==> src/rtl/wfg_record_pat_pkg.sv <==
// Shared types and constants for the pattern recorder: FSM state encoding
// and the geometry of the small output FIFO.
package wfg_record_pat_pkg;

  typedef enum logic [1:0] {
    ST_IDLE      = 2'd0,
    ST_WAIT_SYNC = 2'd1,
    ST_ARMED     = 2'd2
  } state_t;

  localparam int FIFO_DEPTH = 2;
  localparam int FIFO_PTR_W = (FIFO_DEPTH > 1) ? $clog2(FIFO_DEPTH) : 1;
  localparam int FIFO_CNT_W = $clog2(FIFO_DEPTH + 1);

endpackage

==> src/rtl/wfg_record_pat_fifo.sv <==
// Tiny FIFO holding {tlast, tdata} words between the sampler and the stream.
// A push into a full FIFO is still accepted when a pop happens in the same cycle.
module wfg_record_pat_fifo
  import wfg_record_pat_pkg::*;
#(
  parameter int WIDTH = 33
) (
  input  logic             clk,
  input  logic             rst,
  input  logic             i_push,
  input  logic [WIDTH-1:0] i_data,
  output logic             o_push_ok,
  input  logic             i_pop,
  output logic             o_valid,
  output logic [WIDTH-1:0] o_data
);

  logic [WIDTH-1:0]      r_mem [FIFO_DEPTH];
  logic [FIFO_PTR_W-1:0] r_wr_ptr;
  logic [FIFO_PTR_W-1:0] r_rd_ptr;
  logic [FIFO_CNT_W-1:0] r_count;

  logic w_full;
  logic w_pop;
  logic w_push_ok;

  assign o_valid   = (r_count != '0);
  assign w_full    = (r_count == FIFO_CNT_W'(FIFO_DEPTH));
  assign w_pop     = i_pop && o_valid;
  assign w_push_ok = i_push && (!w_full || w_pop);
  assign o_push_ok = w_push_ok;
  // Output reads as zero while empty so reset leaves tdata/tlast at 0.
  assign o_data    = o_valid ? r_mem[r_rd_ptr] : '0;

  function automatic logic [FIFO_PTR_W-1:0] ptr_inc(input logic [FIFO_PTR_W-1:0] p);
    return (p == FIFO_PTR_W'(FIFO_DEPTH - 1)) ? '0 : p + 1'b1;
  endfunction

  always_ff @(posedge clk) begin
    if (w_push_ok) begin
      r_mem[r_wr_ptr] <= i_data;
    end
  end

  always_ff @(posedge clk) begin
    if (rst) begin
      r_wr_ptr <= '0;
      r_rd_ptr <= '0;
      r_count  <= '0;
    end else begin
      if (w_push_ok) begin
        r_wr_ptr <= ptr_inc(r_wr_ptr);
      end
      if (w_pop) begin
        r_rd_ptr <= ptr_inc(r_rd_ptr);
      end
      r_count <= r_count + FIFO_CNT_W'(w_push_ok) - FIFO_CNT_W'(w_pop);
    end
  end

endmodule

==> src/rtl/wfg_record_pat.sv <==
// Pattern recorder: samples the input pins once per pattern cycle at a
// configurable subcycle and streams the words out as AXI-stream packets.
module wfg_record_pat
  import wfg_record_pat_pkg::*;
#(
  parameter int CHANNELS   = 8,
  parameter int AXIS_WIDTH = 32
) (
  input  logic                  clk,
  input  logic                  rst,
  input  logic                  pat_sync_i,
  input  logic [7:0]            pat_subcycle_cnt_i,
  input  logic                  ctrl_en_q_i,
  input  logic [7:0]            cfg_sample_q_i,
  input  logic [7:0]            cfg_len_q_i,
  input  logic [CHANNELS-1:0]   pat_din_i,
  input  logic                  ovf_clr_i,
  output logic                  wfg_axis_tvalid_o,
  input  logic                  wfg_axis_tready_i,
  output logic                  wfg_axis_tlast_o,
  output logic [AXIS_WIDTH-1:0] wfg_axis_tdata_o,
  output logic                  ovf_o
);

  state_t r_state;
  state_t w_state_next;

  logic            w_match;
  logic            w_sample;
  logic            w_tlast;
  logic            w_push_ok;
  logic            w_pop;
  logic [7:0]      r_word_cnt;
  logic            r_ovf;
  logic [AXIS_WIDTH:0] w_fifo_din;
  logic [AXIS_WIDTH:0] w_fifo_dout;

  assign w_match = (pat_subcycle_cnt_i == cfg_sample_q_i);

  always_ff @(posedge clk) begin
    if (rst) begin
      r_state <= ST_IDLE;
    end else begin
      r_state <= w_state_next;
    end
  end

  always_comb begin
    w_state_next = r_state;
    if (!ctrl_en_q_i) begin
      w_state_next = ST_IDLE;
    end else begin
      case (r_state)
        ST_IDLE:      w_state_next = ST_WAIT_SYNC;
        ST_WAIT_SYNC: if (pat_sync_i && !w_match) w_state_next = ST_ARMED;
        ST_ARMED:     if (w_match) w_state_next = ST_WAIT_SYNC;
        default:      w_state_next = ST_IDLE;
      endcase
    end
  end

  // A sync that coincides with the sample subcycle samples immediately.
  always_comb begin
    w_sample = 1'b0;
    if (ctrl_en_q_i) begin
      case (r_state)
        ST_WAIT_SYNC: w_sample = pat_sync_i && w_match;
        ST_ARMED:     w_sample = w_match;
        default:      w_sample = 1'b0;
      endcase
    end
  end

  assign w_tlast    = (r_word_cnt == cfg_len_q_i);
  assign w_fifo_din = {w_tlast, AXIS_WIDTH'(pat_din_i)};
  assign w_pop      = wfg_axis_tvalid_o && wfg_axis_tready_i;

  wfg_record_pat_fifo #(
    .WIDTH (AXIS_WIDTH + 1)
  ) u_fifo (
    .clk       (clk),
    .rst       (rst),
    .i_push    (w_sample),
    .i_data    (w_fifo_din),
    .o_push_ok (w_push_ok),
    .i_pop     (w_pop),
    .o_valid   (wfg_axis_tvalid_o),
    .o_data    (w_fifo_dout)
  );

  assign wfg_axis_tlast_o = w_fifo_dout[AXIS_WIDTH];
  assign wfg_axis_tdata_o = w_fifo_dout[AXIS_WIDTH-1:0];

  // Dropped samples do not advance the packet position.
  always_ff @(posedge clk) begin
    if (rst || r_state == ST_IDLE) begin
      r_word_cnt <= '0;
    end else if (w_push_ok) begin
      r_word_cnt <= w_tlast ? 8'd0 : r_word_cnt + 8'd1;
    end
  end

  always_ff @(posedge clk) begin
    if (rst) begin
      r_ovf <= 1'b0;
    end else if (w_sample && !w_push_ok) begin
      r_ovf <= 1'b1;
    end else if (ovf_clr_i) begin
      r_ovf <= 1'b0;
    end
  end

  assign ovf_o = r_ovf;

endmodule

==> config.mk <==
export PLATFORM = sky130hd
export DESIGN_NAME = wfg_record_pat
export DESIGN_NICKNAME = d
export VERILOG_FILES = /design/src/rtl/wfg_record_pat_pkg.sv /design/src/rtl/wfg_record_pat_fifo.sv /design/src/rtl/wfg_record_pat.sv
export SDC_FILE = /design/constraint.sdc
export NUM_CORES = 1
export LEC_CHECK = 0
export CORE_MARGIN = 8
export CORE_UTILIZATION = 30
export DETAILED_ROUTE_END_ITERATION = 8
export PLACE_DENSITY = 0.54
export SLEW_MARGIN = 20
export SYNTH_ARGS = -nofsm -noshare
export SYNTH_HDL_FRONTEND = slang
export SYNTH_SLANG_ARGS = --single-unit
export TNS_END_PERCENT = 10
==> constraint.sdc <==
create_clock -name clk -period 3.6 [get_ports clk]
set_clock_uncertainty 0.05 [all_clocks]
set_input_delay 0.72 -clock clk [delete_from_list [all_inputs] [get_ports clk]]
set_output_delay 0.72 -clock clk [all_outputs]
set_load 0.01 [all_outputs]
**Yosys cells after proc, flatten, opt, wreduce, memory -nomap -nowiden**

Memory sizes are Yosys's and may differ from the RTL's. A register that Yosys moved wholly into a read port is not among the register bits.
Index checks and enable logic that the tools add are counted.

- RAM bits: 18
- Logic and storage cells: 51
- Memories kept: 1
- Latch bits: 0
- Memory bits (read-only): 0
- Output and inout bits: 35
- Register bits after elaboration: 15

Memory list:

| memory | words | bits a word | read ports | clocked after memory_dff | wr ports | line | text |
|---|---|---|---|---|---|---|---|
| u_fifo.r_mem | 2 | 9 | 1 | 1 | 1 | wfg_record_pat_fifo.sv:18 | `logic [WIDTH-1:0] r_mem [FIFO_DEPTH];` |

- Multiplexer cells: 15
- Add/sub/neg operators: 5
- Shift-type cells: 0
- Eq/ne operators: 7
- Div/mod/pow operators: 0
- $lt $le $gt $ge: 0
- Reductions and logical operators: 16
- Bitwise gates (word level): 1
- Multiply operators: 0

Operators by type and width:

| cell | count |
|---|---|
| $mux W33 | 1 |
| $eq A8 B8 Y1 | 2 |
| $mux W1 | 9 |
| $add A8 B1 Y8 const B | 1 |
| $mux W8 | 1 |
| $logic_and A1 B1 Y1 | 6 |
| $pmux W2 S3 | 1 |
| $eq A2 B2 Y1 const B | 2 |
| $mux W2 | 2 |
| $ne A2 B2 Y1 const B | 2 |
| $reduce_bool A2 Y1 | 2 |
| $logic_not A1 Y1 | 3 |
| $add A1 B1 Y1 const B | 2 |
| $add A2 B1 Y2 | 1 |
| $eq A2 B1 Y1 const B | 1 |
| $logic_not A2 Y1 | 1 |
| $logic_or A1 B1 Y1 | 2 |
| $pmux W1 S2 | 1 |
| $reduce_and A2 Y1 | 1 |
| $reduce_or A2 Y1 | 1 |
| $sub A2 B1 Y2 | 1 |
| $not A1 Y1 | 1 |

**Depth between registers and ports, before layout**

Gate-level depths: netlist of the first run.

- Word-level depth: 8
- Gate-level depth with buffers: 10
- Gate-level depth less buffers: 10

**By module**

Synthesis of the first run repeated with hierarchy kept, for this count alone.

- Cells, all modules: 257
- Area total of the unflattened synthesis: 3468.3 um^2

By module, submodules not included:

| module | area each (um^2) | times used | cells an instance |
|---|---|---|---|
| wfg_record_pat_fifo | 2718.9 | 1 | 170 |
| wfg_record_pat | 749.5 | 1 | 87 |

**Worst setup path before layout of the first run**

Ideal clock, no wire load.

- Kind: input -> register
- Start point: in cfg_sample_q_i[7]
- End point: mem u_fifo.r_mem[0][0] (netlist bit), enable pin
- Cell stages on the path: 5
- Required time: 3.175 ns
- Data arrival time: 2.044 ns
- Path slack: 1.131 ns
- Cells stage by stage: xnor2_1 > nand4_2 > nor4b_4 > buf_6 > nor2b_1

- Cells in the longest elaborated chain, start to end: 7

Ends and longest elaborated chain:

| element | line | text |
|---|---|---|
| start: declaration | wfg_record_pat.sv:14 | `input logic [7:0] cfg_sample_q_i,` |
| $eq A8 B8 Y1 (*) | wfg_record_pat.sv:38 | `assign w_match = (pat_subcycle_cnt_i == cfg_sample_q_i);` |
| $logic_and A1 B1 Y1 | wfg_record_pat.sv:67 | `ST_WAIT_SYNC: w_sample = pat_sync_i && w_match;` |
| $pmux W1 S2 (*) | wfg_record_pat.sv:66 | `case (r_state)` |
| $mux W1 (*) | wfg_record_pat.sv:65 | `if (ctrl_en_q_i) begin` |
| $logic_and A1 B1 Y1 (*) | wfg_record_pat_fifo.sv:30 | `assign w_push_ok = i_push && (!w_full \|\| w_pop);` |
| $mux W1 (*) | wfg_record_pat_fifo.sv:40 | `if (w_push_ok) begin` |
| $mux W1 (not written as such) (*) | wfg_record_pat_fifo.sv:41 | `r_mem[r_wr_ptr] <= i_data;` |
| end: declaration | wfg_record_pat_fifo.sv:18 |  |

Every way passes the cells marked *; elsewhere a longest branch is shown, timed or not.

**Worst setup path in the final report of the first run**

- Start point: in cfg_sample_q_i[2]
- End point: reg u_fifo.r_count[1]

- Cells in the longest elaborated chain, start to end: 7

Ends and longest elaborated chain:

| element | line | text |
|---|---|---|
| $eq A8 B8 Y1 (*) | wfg_record_pat.sv:38 |  |
| $logic_and A1 B1 Y1 | wfg_record_pat.sv:67 |  |
| $pmux W1 S2 (*) | wfg_record_pat.sv:66 |  |
| $mux W1 (*) | wfg_record_pat.sv:65 |  |
| $logic_and A1 B1 Y1 (*) | wfg_record_pat_fifo.sv:30 |  |
| $add A2 B1 Y2 (*) | wfg_record_pat_fifo.sv:57 | `r_count <= r_count + FIFO_CNT_W'(w_push_ok) - FIFO_CNT_W'(w_pop);` |
| $sub A2 B1 Y2 (*) | wfg_record_pat_fifo.sv:57 |  |
| end signal: assignment | wfg_record_pat_fifo.sv:57 |  |
| end: declaration | wfg_record_pat_fifo.sv:21 | `logic [FIFO_CNT_W-1:0] r_count;` |

Marks and branches as above.
A chain may end at the register's enable or synchronous reset.

==> results_dict.tcl, run 1 <==
set metrics [dict create \
    hold_path.class "reg2reg" \
    grt_overflow 0 \
    die-area_sq_mm 0.00935 \
    finalNetCount 279 \
    period_needed_ns 2.70 \
    dp_cells 305 \
    syn_area_per_cell_sq_um 10.6 \
    maxSlewHeadroom_pct 65.5 \
    vias 1349 \
    r2r_cells 10 \
    final_cell_mix "48 x clkdlybuf4s50_1, 24 x conb_1, 20 x nor2_1, 18 x edfxtp_1, 16 x dfxtp_1" \
    gp_routability_congestion 0.737 \
    antenna_cells 0 \
    criticalPathCategory "in2reg" \
    worstSkewPairLatency_ns 0.28 \
    path_clk_slew_ns 0.07 \
    cts-buffers-inserted 5 \
    clock-sinks 34 \
    drt_wl_total_um 3800 \
    leakage_nw 0.924 \
    syn-cell-area_sq_mm 0.00195 \
    async_flop_share_pct 0 \
    hold_path_depth 2 \
    ctsHoldBuffers 0 \
    cap_violations 0 \
    layout-drive-gt1-share_pct 8.47 \
    grt_start_max_net_pins 12 \
    fmax_ghz 0.370 \
    worst_pin_slew_ns 0.517 \
    fp.dieH_um 96.7 \
    synth_cell_type_count 40 \
    track_usage_pct 8.30 \
    critPathMaxFanout 4 \
    antenna_found_initial 0 \
    hold_violations 0 \
    synth_ff_type "edfxtp_1" \
    drcViolationCount 0 \
    cts-resized-gates 0 \
    grt_pass1_wl_um 6580 \
    dp_hpwl_um 3000 \
    rr_startpoint "r_state[0]" \
    post_drt_wl_per_cell_um 12.1 \
    start_kind "primary input" \
    yosys_warnings 0 \
    final_antenna_net_count 0 \
    grt_pass1_vias 1421 \
    ys_seq_elements 34 \
    required_ns 3.72 \
    dr.pass1.iters 4 \
    rsz0062_at_grt "false" \
    r2r-end "u_fifo.r_count[1]" \
    finalCritPeriodShare_pct 75.1 \
    netlist_instances 184 \
    final_cells 313 \
    synth_edf_count 18 \
    r2r_setup_slack_ns 1.33 \
    crit_arrival_ns 2.83 \
    initial_utilization_pct 31.0 \
    htreeDepth 2 \
    status "finished clean" \
    cts_tree "yes" \
    die_w_um 96.7 \
    area_growth_pct 28.6 \
    yosysSeqAreaShare_pct 44.0 \
    layout.cells.most_common "clkdlybuf4s50_1" \
    coreArea_sq_mm 0.00631 \
    viasPerCell 4.31 \
    peakVddDrop_v 0.000182 \
    clockRootBuffer "clkbuf_8" \
    cp-end-kind "flop" \
    timing.final.max_slew_violations 0 \
    drtIter0Drc 30 \
    portBuffers 48 \
    hold_slack_ns 0.462 \
    rows 29 \
    cts_buffer_depth 2 \
    boundaryPins 73 \
    report.final.setup_viol 0 \
    cts_setup_buffers 0 \
    worstHoldStart "u_fifo.r_rd_ptr" \
    fin_setup_tns_ns 0 \
    power_density_mw_per_mm2 313 \
]
-- registers in the layout, summed over array words and instances, names as in the netlist, named ones only --
register	count
u_fifo.r_mem	18
r_word_cnt	8
r_state	2
u_fifo.r_count	2
ovf_o	1
u_fifo.r_rd_ptr	1
u_fifo.r_wr_ptr	1
-- logic make-up after synthesis --
logic type      share of synthesized area [%]
compound gates                           8.58
mux                                      6.21
xor+xnor                                 8.90
fa+ha+maj                                3.84
buf+inv                                  12.1
simple gates                             16.1
other cells                             0.192
flops                                    44.0
-- per-layer routing --
layer	vias to the layer above	track usage [%]	routed length, um
li1	692	-	-
met1	597	9.21	1610
met2	54	13.0	1750
met3	6	4.55	391
met4	0	3.20	49
met5	-	0	0
-- worst max-delay path, stage by stage --
cell and delay (ns):
clkdlybuf4s50_1 0.47, xnor2_1 0.11, nand4_1 0.23, nor2_1 0.24
a21oi_1 0.12, a31o_2 0.23, ha_1 0.18, xnor2_1 0.13
nor2b_1 0.13, mux2_2 0.26
-- how the worst max path moves through the flow --
stage / from / endpoint / slack (ns) / cells after the start
after floorplan: cfg_sample_q_i[7] / u_fifo.r_mem[0][0] / 1.13 / 5
after global placement: cfg_sample_q_i[3] / u_fifo.r_count[1] / 0.64 / 10
after detailed placement: cfg_sample_q_i[2] / u_fifo.r_count[1] / 0.60 / 10
after CTS: cfg_sample_q_i[6] / u_fifo.r_count[1] / 0.90 / 10
after global routing: cfg_sample_q_i[6] / u_fifo.r_count[1] / 0.75 / 10
final: cfg_sample_q_i[2] / u_fifo.r_count[1] / 0.90 / 10
-- layout make-up --
type,instances,area [sq um]
Multi-Input combinational cell,138,943
Tap cell,77,96.3
Clock inverter,2,12.5
Clock buffer,6,82.6
Timing Repair Buffer,50,495
Inverter,6,22.5
Fill cell,661,3800
Sequential cell,34,861
-- cells in the mapped netlist, types with 4 or more instances --
| library cell | number | area share (%) |
|---|---|---|
| o21ai_0 | 4 | 1.0 |
| o21ai_1 | 5 | 1.3 |
| and3_1 | 5 | 1.6 |
| edfxtp_1 | 18 | 28 |
| dfxtp_1 | 16 | 16 |
| nor2b_1 | 4 | 1.3 |
| a21oi_1 | 4 | 1.0 |
| a32o_1 | 6 | 3.1 |
| xor2_1 | 9 | 4.0 |
| nor2_1 | 20 | 3.8 |
| xnor2_1 | 9 | 4.0 |
| mux2i_1 | 11 | 5.6 |
| inv_1 | 6 | 1.2 |
| ha_1 | 6 | 3.8 |
| nand2_1 | 4 | 0.77 |
| nor3b_1 | 7 | 2.7 |
| buf_4 | 24 | 9.2 |
-- stage by stage --
step                worst slack (ns)  util, %  total power, mW  cell area (sq um)
floorplan                       1.13        -            0.477               2040
global placement               0.638     38.3            0.507               2420
detailed placement             0.600     38.3            0.508               2420
CTS                            0.897     39.8            0.800               2510
global route                   0.752     39.8            0.824               2510
finish                         0.898     39.8            0.787               2510
-- where the power goes --
part           internal (mW)  switching [mW]  total (mW)  leakage (nW)
logic                 0.0510          0.0387      0.0897         0.581
registers              0.408         0.00145       0.410         0.296
clock network          0.154           0.134       0.288        0.0472
No activity file was read; power rests on OpenSTA's default activity.
==> run 2, diff against run 1 <==
==> constraint.sdc (replaced) <==
create_clock -name clk -period 2.58 [get_ports clk]
set_clock_uncertainty 0.05 [all_clocks]
set_input_delay 0.516 -clock clk [delete_from_list [all_inputs] [get_ports clk]]
set_output_delay 0.516 -clock clk [all_outputs]
set_load 0.01 [all_outputs]
==> results_dict.tcl, run 2 (synthesis results as in run 1) <==
set metrics [dict create \
    grt_pass1_wl_um 6600 \
    cts_setup_buffers 0 \
    r2r-end "u_fifo.r_count[1]" \
    postLayoutCellArea_sq_mm 0.00257 \
    track_usage_pct 8.30 \
    worst_pin_slew_ns 0.531 \
    final_cells 319 \
    viasPerCell 4.33 \
    netSwitchingPower_mw 0.244 \
    p_int_mw 0.858 \
    path_clk_slew_ns 0.07 \
    boundaryPins 73 \
    fin_setup_tns_ns 0 \
    grt_pass1_vias 1395 \
    critPathMaxFanout 3 \
    clockRootBuffer "clkbuf_8" \
    critPathMaxStageDelay_ns 0.50 \
    cp-end-kind "flop" \
    grt_start_max_net_pins 12 \
    r2r_cells 9 \
    die-area_sq_mm 0.00935 \
    antenna_found_initial 0 \
    fmax_ghz 0.420 \
    vias 1381 \
    fp.dieH_um 96.7 \
    power_frac_seq_pct 51.9 \
    crit_slowest_cell "clkdlybuf4s50_1" \
    worstHoldStart "ovf_o" \
    layout-drive-gt1-share_pct 10.7 \
    period_needed_ns 2.38 \
    finalCritPeriodShare_pct 92.4 \
    coreArea_sq_mm 0.00631 \
    cap_violations 0 \
    start_kind "primary input" \
    post_drt_wl_per_cell_um 12.0 \
    crit_arrival_ns 2.50 \
    path_buf_inv 1 \
    clock-sinks 34 \
    required_ns 2.70 \
    dr.pass1.iters 4 \
    min_to "ovf_o" \
    peakVddDrop_v 0.000259 \
    pwr-share-clk_pct 36.4 \
    hold_path.class "reg2reg" \
    drtIter0Drc 29 \
    area_growth_pct 31.6 \
    pre_cts_slack_ns -0.0931 \
    p_sw_share_pct 22.1 \
    largest_register "u_fifo.r_mem" \
    antenna_cells 0 \
    portBuffers 48 \
    cts-buffers-inserted 5 \
    rsz0062_at_grt "false" \
    criticalPathCategory "in2reg" \
    die_w_um 96.7 \
    maxSlewHeadroom_pct 64.6 \
    leakage_nw 0.956 \
    rr_startpoint "u_fifo.r_count[1]" \
    grt_overflow 0 \
    final_antenna_net_count 0 \
    crit_family "buffers and inverters" \
    final_cell_mix "48 x clkdlybuf4s50_1, 24 x conb_1, 20 x nor2_1, 18 x edfxtp_1, 16 x dfxtp_1" \
    htreeDepth 2 \
    cts_tree "yes" \
    finalNetCount 285 \
    cts_buffer_depth 2 \
    gp_routability_congestion 0.743 \
    dp_cells 311 \
    drt_wl_total_um 3830 \
    r2r_setup_slack_ns 0.45 \
    initial_utilization_pct 31.0 \
    worst_slack_ns 0.196 \
    power_density_mw_per_mm2 429 \
    report.final.setup_viol 0 \
    layout.cells.most_common "clkdlybuf4s50_1" \
    drcViolationCount 0 \
    p_comb_share_pct 11.7 \
    timing.final.max_slew_violations 0 \
    hold_violations 0 \
    path_cells "clkdlybuf4s50_1, xnor2_2, nand4_2, nor2_1, a21oi_1, a31o_2, ha_1, xnor2_1, nor2b_1, mux2_2" \
    cts-resized-gates 0 \
    top_regs "u_fifo.r_mem: 18 flops, r_word_cnt: 8 flops" \
    status "finished clean" \
    rows 29 \
    worstSkewPairLatency_ns 0.28 \
    postPlaceCellArea_sq_mm 0.00248 \
    dp_hpwl_um 3010 \
    ctsHoldBuffers 0 \
    hold_path_depth 2 \
    largest_reg_flops 18 \
]
==> run 2: power by group through the flow <==
stage | clock network [mW] | registers [mW] | logic (mW)
detailed placement | 0 | 0.583 | 0.129
CTS | 0.416 | 0.571 | 0.129
finish | 0.401 | 0.571 | 0.129
floorplan | 0 | 0.583 | 0.0831
global route | 0.439 | 0.571 | 0.143
global placement | 0 | 0.583 | 0.128
==> run 2: through the flow <==
| step | hold slack (ns) | total power, mW | util (%) |
|---|---|---|---|
| floorplan | 0.422 | 0.666 | - |
| global placement | 0.437 | 0.711 | 39.2 |
| detailed placement | 0.437 | 0.712 | 39.2 |
| CTS | 0.455 | 1.12 | 40.7 |
| global route | 0.509 | 1.15 | 40.7 |
| finish | 0.448 | 1.10 | 40.7 |
==> run 2: layout make-up <==
class                           instances  area (sq um)
Fill cell                             644          3740
Multi-Input combinational cell        138           943
Sequential cell                        34           861
Timing Repair Buffer                   56           553
Tap cell                               77          96.3
Clock buffer                            6          82.6
Inverter                                6          22.5
Clock inverter                          2          12.5
==> run 2: how the worst max path moves through the flow <==
| stage | from | end | slack (ns) | cells after the start |
|---|---|---|---|---|
| after floorplan | cfg_sample_q_i[7] | u_fifo.r_mem[0][0] | 0.31 | 5 |
| after global placement | cfg_sample_q_i[4] | u_fifo.r_count[1] | -0.05 | 10 |
| after detailed placement | cfg_sample_q_i[4] | u_fifo.r_count[1] | -0.09 | 10 |
| after CTS | cfg_sample_q_i[4] | u_fifo.r_count[1] | 0.20 | 10 |
| after global routing | cfg_sample_q_i[0] | u_fifo.r_count[1] | 0.09 | 10 |
| final | cfg_sample_q_i[4] | u_fifo.r_count[1] | 0.20 | 10 |
==> run 2: worst register-to-register path, delay by kind of cell, from the launching register on <==
family | cells | cell delay (ns)
compound gates | 2 | 0.29
xor+xnor | 1 | 0.13
buf+inv | 1 | 0.13
mux | 1 | 0.25
simple gates | 3 | 0.66
fa+ha+maj | 1 | 0.18
flops | 1 | 0.34
==> run 2: per-layer routing <==
metal	GRT usage, %	share of wire [%]	vias up
li1	-	-	704
met1	10.2	44	619
met2	12.6	46	51
met3	4.13	8.8	7
met4	2.13	0.94	0
met5	0	0	-
==> run 3, diff against run 2 <==
--- a/config.mk
+++ b/config.mk
@@ -8,6 +8,7 @@
 export CORE_MARGIN = 8
 export CORE_UTILIZATION = 30
 export DETAILED_ROUTE_END_ITERATION = 8
+export MAX_ROUTING_LAYER = met4
 export PLACE_DENSITY = 0.54
 export SLEW_MARGIN = 20
 export SYNTH_ARGS = -nofsm -noshare
==> constraint.sdc (replaced) <==
create_clock -name clk -period 2.2 [get_ports clk]
set_clock_uncertainty 0.05 [all_clocks]
set_input_delay 0.44 -clock clk [delete_from_list [all_inputs] [get_ports clk]]
set_output_delay 0.44 -clock clk [all_outputs]
set_load 0.01 [all_outputs]
==> results_dict.tcl, run 3 (synthesis results as in run 1) <==
set metrics [dict create \
    ctsHoldBuffers 0 \
    finalCritPeriodShare_pct 96.7 \
    final_cells 329 \
    utilization_pct 43.4 \
    fmax_ghz 0.470 \
    cts_buffer_depth 2 \
    p_int_mw 0.969 \
    grt_start_max_net_pins 12 \
    leakage_nw 1.18 \
    netSwitchingPower_mw 0.285 \
    rows 29 \
    report.final.setup_viol 0 \
    boundaryPins 73 \
    fin_setup_tns_ns 0 \
    coreArea_sq_mm 0.00631 \
    cts_tree "yes" \
    criticalPathCategory "reg2reg" \
    clock-sinks 34 \
    cp-end-kind "flop" \
    power_frac_seq_pct 53.4 \
    start_kind "flop" \
    largest_register "u_fifo.r_mem" \
    dp_hpwl_um 3150 \
    hold_violations 0 \
    antenna_cells 0 \
    crit_slowest_cell "dfxtp_1" \
    timing.final.max_slew_violations 0 \
    cts-buffers-inserted 5 \
    final_cell_mix "31 x clkdlybuf4s50_1, 24 x conb_1, 19 x nor2_1, 18 x edfxtp_1, 17 x dlymetal6s2s_1" \
    initial_utilization_pct 31.0 \
    grt_pass1_wl_um 6730 \
    portBuffers 48 \
    htreeDepth 2 \
    area_growth_pct 40.1 \
    final_antenna_net_count 0 \
    period_needed_ns 2.13 \
    path_cells "inv_1, ha_1, nand2_1, nor2_1, a21oi_2, a31o_2, ha_4, xnor2_2, nor2b_1, mux2_2" \
    layout.cells.most_common "clkdlybuf4s50_1" \
    drcViolationCount 0 \
    drt_wl_total_um 4140 \
    layout-drive-gt1-share_pct 17.1 \
    required_ns 2.32 \
    worstSkewPairLatency_ns 0.28 \
    drtIter0Drc 13 \
    p_comb_share_pct 12.1 \
    power_density_mw_per_mm2 458 \
    critPathMaxStageDelay_ns 0.38 \
    critPathMaxFanout 4 \
    fillers 638 \
    hold_path.class "reg2reg" \
    peakVddDrop_v 0.000257 \
    finalNetCount 295 \
    largest_reg_flops 18 \
    path_buf_inv 1 \
    dr.pass1.iters 4 \
    crit_arrival_ns 2.24 \
    path_clk_slew_ns 0.07 \
    cap_violations 0 \
    vias 1413 \
    pwr-share-clk_pct 34.4 \
    grt_pass1_vias 1476 \
    die-area_sq_mm 0.00935 \
    clockRootBuffer "clkbuf_8" \
    crit_family "adder cells" \
    dp_cells 319 \
    hold_slack_ns 0.455 \
    viasPerCell 4.29 \
    antenna_found_initial 0 \
    track_usage_pct 8.62 \
    die_w_um 96.7 \
    fp.dieH_um 96.7 \
    post_drt_wl_per_cell_um 12.6 \
    p_sw_share_pct 22.7 \
    status "finished clean" \
    grt_overflow 0 \
    top_regs "u_fifo.r_mem: 18 flops, r_word_cnt: 8 flops" \
    gp_routability_congestion 0.737 \
]
==> run 3: cell type report <==
cell class	instances	area, sq um	share of cell area [%]
multi-input cells	138	985	36.0
clock inverters	3	16.3	0.594
clock buffers	5	68.8	2.51
inverters	6	22.5	0.822
repair buffers	66	687	25.1
flip-flops and latches	34	863	31.5
well taps	77	96.3	3.52
==> run 3: layer usage <==
metal | GRT usage, % | up-vias | routed length, um
met3 | 3.91 | 5 | 338
met2 | 12.9 | 58 | 1900
met5 | - | - | 0
met4 | 2.25 | 0 | 27
met1 | 10.3 | 625 | 1870
li1 | - | 725 | -
==> run 3: what timing repair did <==
action,in CTS,in global routing
buffers inserted,1,1
endpoints found under the hold margin,0,0
resized for setup,3,24
setup endpoints to repair,1,17
pin swaps,6,11
==> run 3: power groups by stage <==
| stage | Combinational (mW) | Sequential, mW | Clock, mW |
|---|---|---|---|
| 6_report | 0.152 | 0.670 | 0.432 |
| 5_1_grt | 0.168 | 0.670 | 0.479 |
| 4_1_cts | 0.153 | 0.670 | 0.455 |
| 3_5_place_dp | 0.152 | 0.684 | 0 |
| 3_3_place_gp | 0.152 | 0.684 | 0 |
| 2_1_floorplan | 0.0975 | 0.684 | 0 |
==> run 3: final timing paths <==
| check | from | end | slack [ns] | cells past startpoint |
|---|---|---|---|---|
| hold reg to reg | ovf_o | ovf_o | 0.46 | 2 |
| setup / recovery | r_state[0] | u_fifo.r_count[1] | 0.07 | 10 |
| hold / removal | ovf_o | ovf_o | 0.46 | 2 |
| setup reg to reg | r_state[0] | u_fifo.r_count[1] | 0.07 | 10 |
==> run 3: through the flow <==
stage	cell area [sq um]	setup slack, ns	total power, mW
2_1_floorplan	2040	0.0814	0.781
3_3_place_gp	2550	-0.300	0.835
3_5_place_dp	2550	-0.324	0.836
4_1_cts	2650	0.00123	1.28
5_1_grt	2740	-0.0227	1.32
6_report	2740	0.0734	1.25
==> run 3: worst reg2reg max path, stage by stage (launching register included) <==
cell and delay (ns):
dfxtp_1 0.38, inv_1 0.08, ha_1 0.29, nand2_1 0.05
nor2_1 0.17, a21oi_2 0.08, a31o_2 0.24, ha_4 0.16
xnor2_2 0.12, nor2b_1 0.13, mux2_2 0.26
